**config.mk**
```make
export PLATFORM = sky130hd
export DESIGN_NAME = multi_prescale_counter
export DESIGN_NICKNAME = d
export VERILOG_FILES = /design/src/rtl/multi_prescale_counter.sv
export SDC_FILE = /design/constraint.sdc
export NUM_CORES = 1
export LEC_CHECK = 0
export BUFFER_PORTS_ARGS = -buffer_cell sky130_fd_sc_hd__clkbuf_2
export CAP_MARGIN = 25
export CORE_ASPECT_RATIO = 1.4
export CORE_MARGIN = 2
export CORE_UTILIZATION = 55
export DETAILED_ROUTE_END_ITERATION = 8
export HOLD_SLACK_MARGIN = 0.12
export PLACE_DENSITY = 0.8
export SLEW_MARGIN = 20
export SYNTH_ARGS = -nofsm -noshare
export SYNTH_HDL_FRONTEND = slang
export SYNTH_SLANG_ARGS = --single-unit
export TNS_END_PERCENT = 10
```
**constraint.sdc**
```tcl
create_clock -name Clk -period 3 [get_ports Clk]
set_input_delay 0.9 -clock Clk [delete_from_list [all_inputs] [get_ports Clk]]
set_output_delay 0.9 -clock Clk [all_outputs]
set_load 0.05 [all_outputs]
```
**src/rtl/multi_prescale_counter.sv**
```systemverilog
`default_nettype none
// ============================================================================
//  Module   : multi_prescale_counter
//  Purpose  : N-channel event counter. Each enabled cycle is one event,
//             steered to one channel by Sel. Every channel owns a
//             programmable prescaler (divide by div+1), a CW-bit count
//             (wrap or saturate), a sticky overflow flag, a one-cycle
//             terminal tick and a synchronous clear.
//  Ports    : Clk      - clock, all state updates on the rising edge
//             Reset    - synchronous, active-high
//             En       - event qualifier
//             Sel      - target channel of the current event
//             Clr      - per-channel synchronous clear (NCH bits)
//             Cfg_we   - divider write strobe
//             Cfg_ch   - divider write channel
//             Cfg_div  - divider value (count once per Cfg_div+1 events)
//             Count    - channel i at [i*CW +: CW], registered
//             Ovf      - sticky overflow/saturation flags, registered
//             Tick     - one-cycle terminal pulses, registered
//  Revision : 1.0 - initial release
// ============================================================================
module multi_prescale_counter #(
    parameter  int NCH       = 2,
    parameter  int CW        = 64,
    parameter  int PW        = 4,
    parameter  int SAT       = 0,
    parameter  int DIV1_INIT = 3,
    localparam int SW        = (NCH > 1) ? $clog2(NCH) : 1
) (
    input  logic              Clk,
    input  logic              Reset,
    input  logic              En,
    input  logic [SW-1:0]     Sel,
    input  logic [NCH-1:0]    Clr,
    input  logic              Cfg_we,
    input  logic [SW-1:0]     Cfg_ch,
    input  logic [PW-1:0]     Cfg_div,
    output logic [NCH*CW-1:0] Count,
    output logic [NCH-1:0]    Ovf,
    output logic [NCH-1:0]    Tick
);

    localparam bit c_sat = (SAT != 0);

    for (genvar i = 0; i < NCH; i++) begin : g_ch
        localparam logic [SW-1:0] c_idx     = SW'(i);
        // Channel 0 counts every event out of reset; the others divide.
        localparam logic [PW-1:0] c_div_rst = (i == 0) ? PW'(0) : PW'(DIV1_INIT);

        logic [CW-1:0] r_cnt;
        logic [PW-1:0] r_pre;
        logic [PW-1:0] r_div;
        logic          r_ovf;
        logic          r_tick;

        logic          w_ev;
        logic          w_wr;
        logic          w_term;
        logic          w_full;

        // A select or write channel beyond NCH-1 matches no channel, so
        // out-of-range traffic falls through with no state change.
        assign w_ev   = En && (Sel == c_idx);
        assign w_wr   = Cfg_we && (Cfg_ch == c_idx);
        // Every divider write zeroes pre, so pre can never pass div and
        // an equality compare is sufficient.
        assign w_term = (r_pre == r_div);
        assign w_full = &r_cnt;

        // Priority: Reset > Clr > divider write > event.
        always_ff @(posedge Clk) begin
            if (Reset) begin
                r_cnt  <= '0;
                r_pre  <= '0;
                r_div  <= c_div_rst;
                r_ovf  <= 1'b0;
                r_tick <= 1'b0;
            end else if (Clr[i]) begin
                r_cnt  <= '0;
                r_pre  <= '0;
                r_ovf  <= 1'b0;
                r_tick <= 1'b0;
            end else if (w_wr) begin
                r_div  <= Cfg_div;
                r_pre  <= '0;
                r_tick <= 1'b0;
            end else if (w_ev) begin
                if (!w_term) begin
                    r_pre  <= r_pre + PW'(1);
                    r_tick <= 1'b0;
                end else begin
                    r_pre  <= '0;
                    r_tick <= 1'b1;
                    if (w_full) begin
                        // Saturating mode holds at all-ones; wrapping mode
                        // rolls to zero. Both flag the event as overflow.
                        r_ovf <= 1'b1;
                        if (!c_sat) begin
                            r_cnt <= '0;
                        end
                    end else begin
                        r_cnt <= r_cnt + CW'(1);
                    end
                end
            end else begin
                r_tick <= 1'b0;
            end
        end

        assign Count[i*CW +: CW] = r_cnt;
        assign Ovf[i]            = r_ovf;
        assign Tick[i]           = r_tick;
    end

endmodule
`default_nettype wire

```
# After elaboration in Yosys (flattened, before gate mapping)
# Cells that the tools add are included.
# W data, S select, Z words.
# op_classes
add_sub_neg	4
eq_ne	2
muxes	6
bitwise	8
reduce_logical	18
# ops
op	count
$reduce_and A67 Y1	2
$add A64 B1 Y64 const B	2
$mux W64	2
$reduce_and A64 Y1	2
$add A4 B1 Y4 const B	2
$eq A4 B4 Y1	2
$mux W4	2
$not A1 Y1	8
$reduce_or A4 Y1	2
$reduce_and A3 Y1	2
$reduce_or A3 Y1	2
$logic_and A1 B1 Y1	4
$reduce_and A2 Y1	2
$reduce_or A2 Y1	2
$mux W1	2
# word_totals
register_bits	148
output_inout_bits	132

# Longest topological paths before layout
# Gate-level depths: netlist (run 1).
# logic_depth
ltp_word	4
ltp_mapped	9
depth_no_buf	7

# Worst setup path before layout (run 1)
# Ideal clock, no wire load.
# synth_path
path_type	register -> register
startpoint	register g_ch[0].r_cnt[32]
endpoint	register g_ch[0].r_cnt[34]
setup_time_ns	0.118
arrival_time_ns	2.484
t_required_ns	2.882
path_slack_ns	0.399
stages_incl_launch_ff	9
n_path_buf	2
path_cell_list	dfxtp_1 -> nand4_1 -> nor4_4 -> nand4_1 -> nor2_1 -> a31o_2 -> buf_2 -> buf_2 -> nor2_1
# synth_via
elab_chain_cells	2
word_cells_on_any_way	3
cone_classes	add/sub: 1; mux: 1; reduce/logical: 1
# synth_lines
element	line	source
start, declared	50	logic [CW-1:0] r_cnt;
start signal, assigned	102	r_cnt <= r_cnt + CW'(1);
$add A64 B1 Y64 / $reduce_and A64 Y1 (equally long branches)	102, 68	
$mux W64 *	94	if (w_full) begin
# Every way passes the cells marked *; elsewhere a longest branch is shown, timed or not.
# A chain may end at the register's enable or synchronous reset.

# Worst setup path after layout (run 1)
# layout_path
startpoint	register g_ch[0].r_cnt[18]
endpoint	register g_ch[0].r_cnt[40]
# Same word-level chain as after synthesis.

==> summary.txt, run 1 <==
Synth Cell Area = 0.007162 mm^2
crit share post-route = 84.83%
final WL = 19,200 um
share of cells above drive strength 1 = 22.43%
Slew Viols, Final = 0
CORE AREA = 0.01281 mm^2
flops & latches, synth = 148
CP Max Fanout = 12
Total Power = 0.004297 W
RR Startpoint = g_ch[0].r_cnt[18]
hold buffers post-CTS = 0
critical path's slowest cell = or4_4
Setup Fix Bufs, Post-CTS = 0
Post-synth EDFFs = 0
RePlAce Congestion = 0.9461
chip height = 139.0 um
CTS tree = done
crit-path cells = nand4_2, or3_1, or4_4, nor4_2, nand3_1, mux2i_1
Die W = 100.4 um
area leader, netlist = dfxtp_1
Slew @ Worst Pin = 0.7902 ns
post-route ant nets = 0
CP Buf/Inv Count = 0
DRC = 0
slowest stage delay, CP = 0.57 ns
HP Start = g_ch[0].r_ovf
YS warnings = 0
first-pass GRT wire length = 31,280 um
Layout Nets = 1,015
clk_lat worst skew = 0.42 ns
Max Clock Skew = 0.01102 ns
sequential-to-total area share from yosys stat = 41.37%
Layout area overhead = 21.80%
CTS clock-pin slew for the worst setup and hold paths = 0.06 ns
Placed Area = 0.008107 mm^2
Synth area leaders = dfxtp_1 41%, xnor2_1 10%, nor2_1 8.5%
I/O Buffers = 143
total number of vias = 6,680
dpl hpwl = 13,960 um
overall global routing resource usage = 27.80%
min Tclk post-route = 2.545 ns
DR pass1 iterations = 4
outcome = finished clean
final instance area = 0.008723 mm^2
Hold Worst Slack = 0.4686 ns
largest net degree at the start of global routing = 41
Max Cap Viol = 0
Largest delay share family, worst path = simple AND/OR/NAND/NOR gates
worst-case clock buffer depth = 2
Max Fclk = 392.9 MHz
total congestion overflow = 0
final count of negative-setup-slack endpoints = 0
H-tree lvl count = 4
TNS Setup = 0 ns
CP Capture Type = flip-flop
Mean Syn Cell Area = 8.466 um^2
PostCTS Resize Cnt = 0
Worst Path Arrival = 2.85 ns
Mapped Cells = 846
routed len/inst = 16.48 um
vias in the first global route = 6,406
initial antenna violation count = 0
Synthesized Nets = 862
I/O Pins = 144
Req. time, crit path = 3.30 ns
PwrDens = 492.6 mW/mm^2
Async SR Flop Fraction = 0%
unrepaired setup endpoints after global routing = no
Initial DRC Count = 258
WS Path Type = flip-flop to flip-flop
area share of the largest cell type after synthesis = 41.37%
slew margin rel. = 46.58%
CP startpoint kind = flip-flop
Worst Setup SP = g_ch[0].r_cnt[18]
Leak = 3.190 nW
clock sink count = 148
min-delay worst type = flip-flop to flip-flop
Primary FF master, synth = dfxtp_1
initial cell density of the core = 55.89%
Hold Fails Final Rpt = 0
root cell of the clock tree = clkbuf_16
drt via density = 5.734
CTS buffer count = 17
Distinct cells, synth = 45
Max VDD drop = 0.3619 mV
Rows = 49
full die area = 0.01396 mm^2
Ant. Diodes = 0
registers in the layout (all words and copies together) (netlist names):
name         count
g_ch.r_cnt     128
g_ch.r_div       8
g_ch.r_ovf       2
g_ch.r_pre       8
g_ch.r_tick      2
placed cells by master, fill, tap and decap left out, types with 4 or more instances in the layout:
cell type and count:
a21oi_1 17, and2_1 6, and3_1 23, and4_1 20, buf_4 24, clkbuf_16 17, clkbuf_2 143, clkinv_4 4
dfxtp_1 148, ha_1 4, inv_1 4, nand2_1 66, nand2b_1 4, nand3_1 52, nand4_1 50, nor2_1 163
nor2b_1 4, nor3_1 28, nor3_2 8, nor4_1 26, o21ai_0 11, or3_1 10, xnor2_1 82, xor2_1 48
report_power, final:
part	internal, W	switching [W]	total, W
Clock	0.00134	0.000870	0.00221
Sequential	0.00197	0.00000491	0.00198
Combinational	0.0000363	0.0000712	0.000107
Total	0.00335	0.000946	0.00430
final cells by class:
| type | count | area, um^2 |
|---|---|---|
| inverters | 4 | 15.01 |
| clock buffers | 19 | 442.9 |
| clock inverters | 13 | 173.9 |
| repair buffers | 169 | 935.9 |
| multi-input cells | 659 | 4001 |
| flip-flops and latches | 148 | 2963 |
| well taps | 153 | 191.4 |
| fillers | 1079 | 4090 |
worst reg2reg max path, stage by stage (launching register included):
cell     delay, ns
dfxtp_1       0.44
nand4_2       0.23
or3_1         0.48
or4_4         0.57
nor4_2        0.34
nand3_1       0.21
mux2i_1       0.16
per-layer routing:
metal | vias to the layer above | routed length, um | global-route usage [%]
li1 | 3251 | - | -
met1 | 3147 | 7321 | 30.82
met2 | 233 | 10270 | 49.88
met3 | 49 | 972 | 5.544
met4 | 0 | 639 | 13.19
met5 | - | 0 | 0
synthesized netlist by cell type, drive strengths merged (7+ instances only):
| master | number |
|---|---|
| xor2 | 48 |
| buf | 21 |
| or3 | 10 |
| clkbuf | 14 |
| nor3 | 36 |
| and4 | 20 |
| and2 | 7 |
| nand3 | 52 |
| o21ai | 11 |
| nor2 | 164 |
| and3 | 23 |
| a21oi | 17 |
| nand2 | 66 |
| nor4 | 32 |
| xnor2 | 82 |
| dfxtp | 148 |
| nand4 | 53 |
final timing paths:
check                 endpoint  slack (ns)  cells past startpoint
max          g_ch[0].r_cnt[40]        0.46                      6
min              g_ch[0].r_ovf        0.47                      2
max reg2reg  g_ch[0].r_cnt[40]        0.46                      6
min reg2reg      g_ch[0].r_ovf        0.47                      2
cell families (layout without fill, tap and decap cells):
group	count (synthesis)	after routing	synth area share (%)
mux	3	3	0.4193
buf+inv	39	205	2.760
simple gates	485	485	35.81
fa+ha+maj	4	4	0.6988
compound gates	37	37	3.040
flops	148	148	41.37
xor+xnor	130	130	15.90
stage by stage:
step                      instances  utilization (%)  setup WS, ns
final                          1165            68.08        0.4550
after global routing           1165            68.08        0.2973
after CTS                      1165            68.08        0.4617
after detailed placement       1133            63.27        0.1929
after global placement         1133            63.27        0.2360
after floorplan                 846                -        0.3986
Power figures use the tool's default switching activity.
==> run 2: changes to the inputs <==
--- a/config.mk
+++ b/config.mk
@@ -5,14 +5,15 @@
 export SDC_FILE = /design/constraint.sdc
 export NUM_CORES = 1
 export LEC_CHECK = 0
+export ABC_AREA = 1
 export BUFFER_PORTS_ARGS = -buffer_cell sky130_fd_sc_hd__clkbuf_2
 export CAP_MARGIN = 25
 export CORE_ASPECT_RATIO = 1.4
 export CORE_MARGIN = 2
-export CORE_UTILIZATION = 55
+export CORE_UTILIZATION = 57
 export DETAILED_ROUTE_END_ITERATION = 8
 export HOLD_SLACK_MARGIN = 0.12
-export PLACE_DENSITY = 0.8
+export PLACE_DENSITY = 0.81
 export SLEW_MARGIN = 20
 export SYNTH_ARGS = -nofsm -noshare
 export SYNTH_HDL_FRONTEND = slang
==> constraint.sdc (replaced) <==
create_clock -name Clk -period 2.57 [get_ports Clk]
set_input_delay 0.771 -clock Clk [delete_from_list [all_inputs] [get_ports Clk]]
set_output_delay 0.771 -clock Clk [all_outputs]
set_load 0.05 [all_outputs]
==> summary.txt, run 2 <==
area share of the largest cell type after synthesis = 34.14% (was 41.37%)
Synth Cell Area = 0.008680 mm^2 (was 0.007162 mm^2)
overall global routing resource usage = 32.03% (was 27.80%)
Flop pwr share = 42.3% (was 46.0%)
post-route ant nets = 0 (unchanged)
worst-case clock buffer depth = 2 (unchanged)
Die W = 108.3 um (was 100.4 um)
Largest delay share family, worst path = simple AND/OR/NAND/NOR gates (unchanged)
sequential-to-total area share from yosys stat = 34.14% (was 41.37%)
YS warnings = 0 (unchanged)
largest net degree at the start of global routing = 34 (was 41)
dpl hpwl = 19,880 um (was 13,960 um)
H-tree lvl count = 4 (unchanged)
CP Capture Type = flip-flop (unchanged)
Post-synth EDFFs = 0 (unchanged)
CP Buf/Inv Count = 2 (was 0)
Reg with most FFs = g_ch.r_cnt (unchanged)
Ant. Diodes = 0 (unchanged)
total congestion overflow = 0 (unchanged)
routed len/inst = 14.63 um (was 16.48 um)
CTS tree = done (unchanged)
DR pass1 iterations = 5 (was 4)
TNS Setup = 0 ns (unchanged)
first-pass GRT wire length = 40,650 um (was 31,280 um)
max reg flops = 128 (unchanged)
Core Util, Final = 69.00% (was 68.08%)
Placed Area = 0.009641 mm^2 (was 0.008107 mm^2)
Worst path most repeated cell = nand2_1
Layout Nets = 1,559 (was 1,015)
clk_lat worst skew = 0.43 ns (was 0.42 ns)
hold buffers post-CTS = 0 (unchanged)
Hold Path End = g_ch[0].r_ovf (unchanged)
unrepaired setup endpoints after global routing = no (unchanged)
Mapped Cells = 1,387 (was 846)
critical path's slowest cell = dfxtp_1 (was or4_4)
I/O Pins = 144 (unchanged)
total number of vias = 9,145 (was 6,680)
Primary FF master, synth = dfxtp_1 (unchanged)
Leak = 3.832 nW (was 3.190 nW)
clock sink count = 148 (unchanged)
vias in the first global route = 8,665 (was 6,406)
DRC = 0 (unchanged)
flops & latches, synth = 148 (unchanged)
Distinct cells, synth = 30 (was 45)
share of cells above drive strength 1 = 15.55% (was 22.43%)
area leader, netlist = dfxtp_1 (unchanged)
Placed Cells = 1,716 (was 1,133)
slew margin rel. = 62.24% (was 46.58%)
crit share post-route = 80.61% (was 84.83%)
CTS buffer count = 17 (unchanged)
drt via density = 5.232 (was 5.734)
Slew @ Worst Pin = 0.5659 ns (was 0.7902 ns)
Comb power frac = 3.1% (was 2.5%)
min-delay worst type = flip-flop to flip-flop (unchanged)
sw power = 0.001181 W (was 0.0009464 W)
largest registers = g_ch.r_cnt (128), g_ch.r_div (8), g_ch.r_pre (8) (unchanged)
initial cell density of the core = 57.91% (was 55.89%)
final count of negative-setup-slack endpoints = 0 (unchanged)
Worst R2R Setup Slack = 0.50 ns (was 0.46 ns)
Clock Power Share = 54.6% (was 51.5%)
Hold Worst Slack = 0.4518 ns (was 0.4686 ns)
WS Path Type = flip-flop to flip-flop (unchanged)
chip height = 150.0 um (was 139.0 um)
min Tclk post-route = 2.072 ns (was 2.545 ns)
Hold Path Depth = 2 (unchanged)
RePlAce Congestion = 1.020 (was 0.9461)
Req. time, crit path = 2.88 ns (was 3.30 ns)
fin cells = 1,748 (was 1,165)
CTS clock-pin slew for the worst setup and hold paths = 0.06 ns (about the same)
Worst Path Arrival = 2.38 ns (was 2.85 ns)
final WL = 25,570 um (was 19,200 um)
crit-path cells = ha_1, inv_1, nor2_2, nand2_1, nor2_2, nand2_1, nor2_1, nand2_1, nand2_1, buf_4, nor2_1 (was nand4_2, or3_1, or4_4, nor4_2, nand3_1, mux2i_1)
Synthesized Nets = 1,403 (was 862)
synth cell count leaders = 450 x nand2_1, 290 x nor2_1, 157 x inv_1, 148 x dfxtp_1, 80 x nand3_1 (was 163 x nor2_1, 148 x dfxtp_1, 82 x xnor2_1, 66 x nand2_1, 52 x nand3_1)
I/O Buffers = 143 (unchanged)
Synth area leaders = dfxtp_1 34%, nand2_1 19%, nor2_1 13% (was dfxtp_1 41%, xnor2_1 10%, nor2_1 8.5%)
Initial DRC Count = 630 (was 258)
outcome = finished clean (unchanged)
Async SR Flop Fraction = 0% (unchanged)
Layout area overhead = 19.14% (was 21.80%)
leading cell type in the layout, fill and taps excluded = nand2_1 (was nor2_1)
CP startpoint kind = flip-flop (unchanged)
Setup Fix Bufs, Post-CTS = 0 (unchanged)
Max Clock Skew = 0.01123 ns (was 0.01102 ns)
initial antenna violation count = 0 (unchanged)
Hold Fails Final Rpt = 0 (unchanged)
slowest stage delay, CP = 0.37 ns (was 0.57 ns)
R2R Path End = g_ch[1].r_cnt[61] (was g_ch[0].r_cnt[40])
full die area = 0.01624 mm^2 (was 0.01396 mm^2)
sw frac = 21.60% (was 22.03%)
Mean Syn Cell Area = 6.258 um^2 (was 8.466 um^2)
Filler Cell Count = 1,388 (was 1,079)
CORE AREA = 0.01499 mm^2 (was 0.01281 mm^2)
RR Startpoint = g_ch[1].r_cnt[0] (was g_ch[0].r_cnt[18])
Reg2Reg Depth = 11 (was 6)
final instance area = 0.01034 mm^2 (was 0.008723 mm^2)
PwrDens = 528.5 mW/mm^2 (was 492.6 mW/mm^2)
Worst Setup SP = g_ch[1].r_cnt[0] (was g_ch[0].r_cnt[18])
Rows = 53 (was 49)
Internal Power = 0.004284 W (was 0.003350 W)
CP Max Fanout = 22 (was 12)
HP Start = g_ch[0].r_ovf (unchanged)
root cell of the clock tree = clkbuf_16 (unchanged)
Max VDD drop = 0.3180 mV (was 0.3619 mV)
Max Cap Viol = 0 (unchanged)
Max Fclk = 482.7 MHz (was 392.9 MHz)
Slew Viols, Final = 0 (unchanged)
PostCTS Resize Cnt = 0 (unchanged)
commonest non-fill, non-tap cells in the layout = 450 x nand2_1, 290 x nor2_1, 157 x inv_1 (was 163 x nor2_1, 148 x dfxtp_1, 143 x clkbuf_2)
most common cell in the netlist = nand2_1 (was nor2_1)
[run 2: changes by cell type after synthesis, sizes merged, moves of 29 or more]
cell	delta
xnor2	-43
nor2	+170
nor4	-32
inv	+157
nand4	-29
nand3	+30
nand2	+385
a21oi	+46
[run 2: logic make-up (layout without fill, tap and decap cells)]
kind of cell | Yosys count | after routing | synth area share, %
AOI/OAI and AO/OA | 78 | 78 | 4.627
xor gates and xnor gates | 59 | 59 | 5.954
adders and majority gates | 4 | 4 | 0.5766
buffers and inverters | 184 | 353 | 8.909
DFF | 148 | 148 | 34.14
and+or+nand+nor | 914 | 914 | 45.80
[run 2: final cells by class]
type,instances,area (um^2),share of cell area (%)
timing repair buffer,159,885.9,8.566
clock inverter,15,275.3,2.662
multi-input combinational,1055,4943,47.80
tap,192,240.2,2.323
clock buffer,17,425.4,4.114
sequential,148,2963,28.65
inverter,162,608.1,5.880
[run 2: stage by stage]
| step | setup WS (ns) | power (W) |
|---|---|---|
| finish | 0.4984 | 0.005465 |
| CTS | 0.5029 | 0.005480 |
| floorplan | 0.5081 | 0.002478 |
| global placement | 0.3097 | 0.002528 |
| detailed placement | 0.2492 | 0.002531 |
| global route | 0.3207 | 0.005603 |
[run 2: routing by layer]
| metal | GRT usage [%] | vias up | wire length (um) |
|---|---|---|---|
| met5 | 0 | - | 0 |
| met4 | 20.51 | 0 | 1610 |
| met3 | 4.617 | 98 | 1424 |
| met2 | 59.43 | 354 | 13250 |
| met1 | 33.01 | 4103 | 9280 |
| li1 | - | 4590 | - |
[run 2: power by group through the flow]
stage | Clock, W | Combinational (W) | Sequential (W)
final | 0.00299 | 0.000171 | 0.00231
after global routing | 0.00311 | 0.000185 | 0.00231
after CTS | 0.00300 | 0.000171 | 0.00231
after detailed placement | 0 | 0.000171 | 0.00236
after global placement | 0 | 0.000167 | 0.00236
after floorplan | 0 | 0.000116 | 0.00236
[run 2: worst register-to-register path: cells and delay by family, from the launching register on]
family | cells | cell delay (ns)
AND/OR/NAND/NOR | 8 | 1.01
flip-flops | 1 | 0.37
adder cells (fa/ha/maj) | 1 | 0.22
buffers and inverters | 2 | 0.36
[run 2: worst max path at each step]
stage | slack, ns | depth (start not counted) | endpoint
finish | 0.50 | 11 | g_ch[1].r_cnt[61]
global route | 0.32 | 11 | g_ch[0].r_cnt[63]
CTS | 0.50 | 11 | g_ch[0].r_cnt[45]
detailed placement | 0.25 | 11 | g_ch[1].r_cnt[57]
global placement | 0.31 | 11 | g_ch[1].r_cnt[57]
floorplan | 0.51 | 11 | g_ch[0].r_cnt[17]
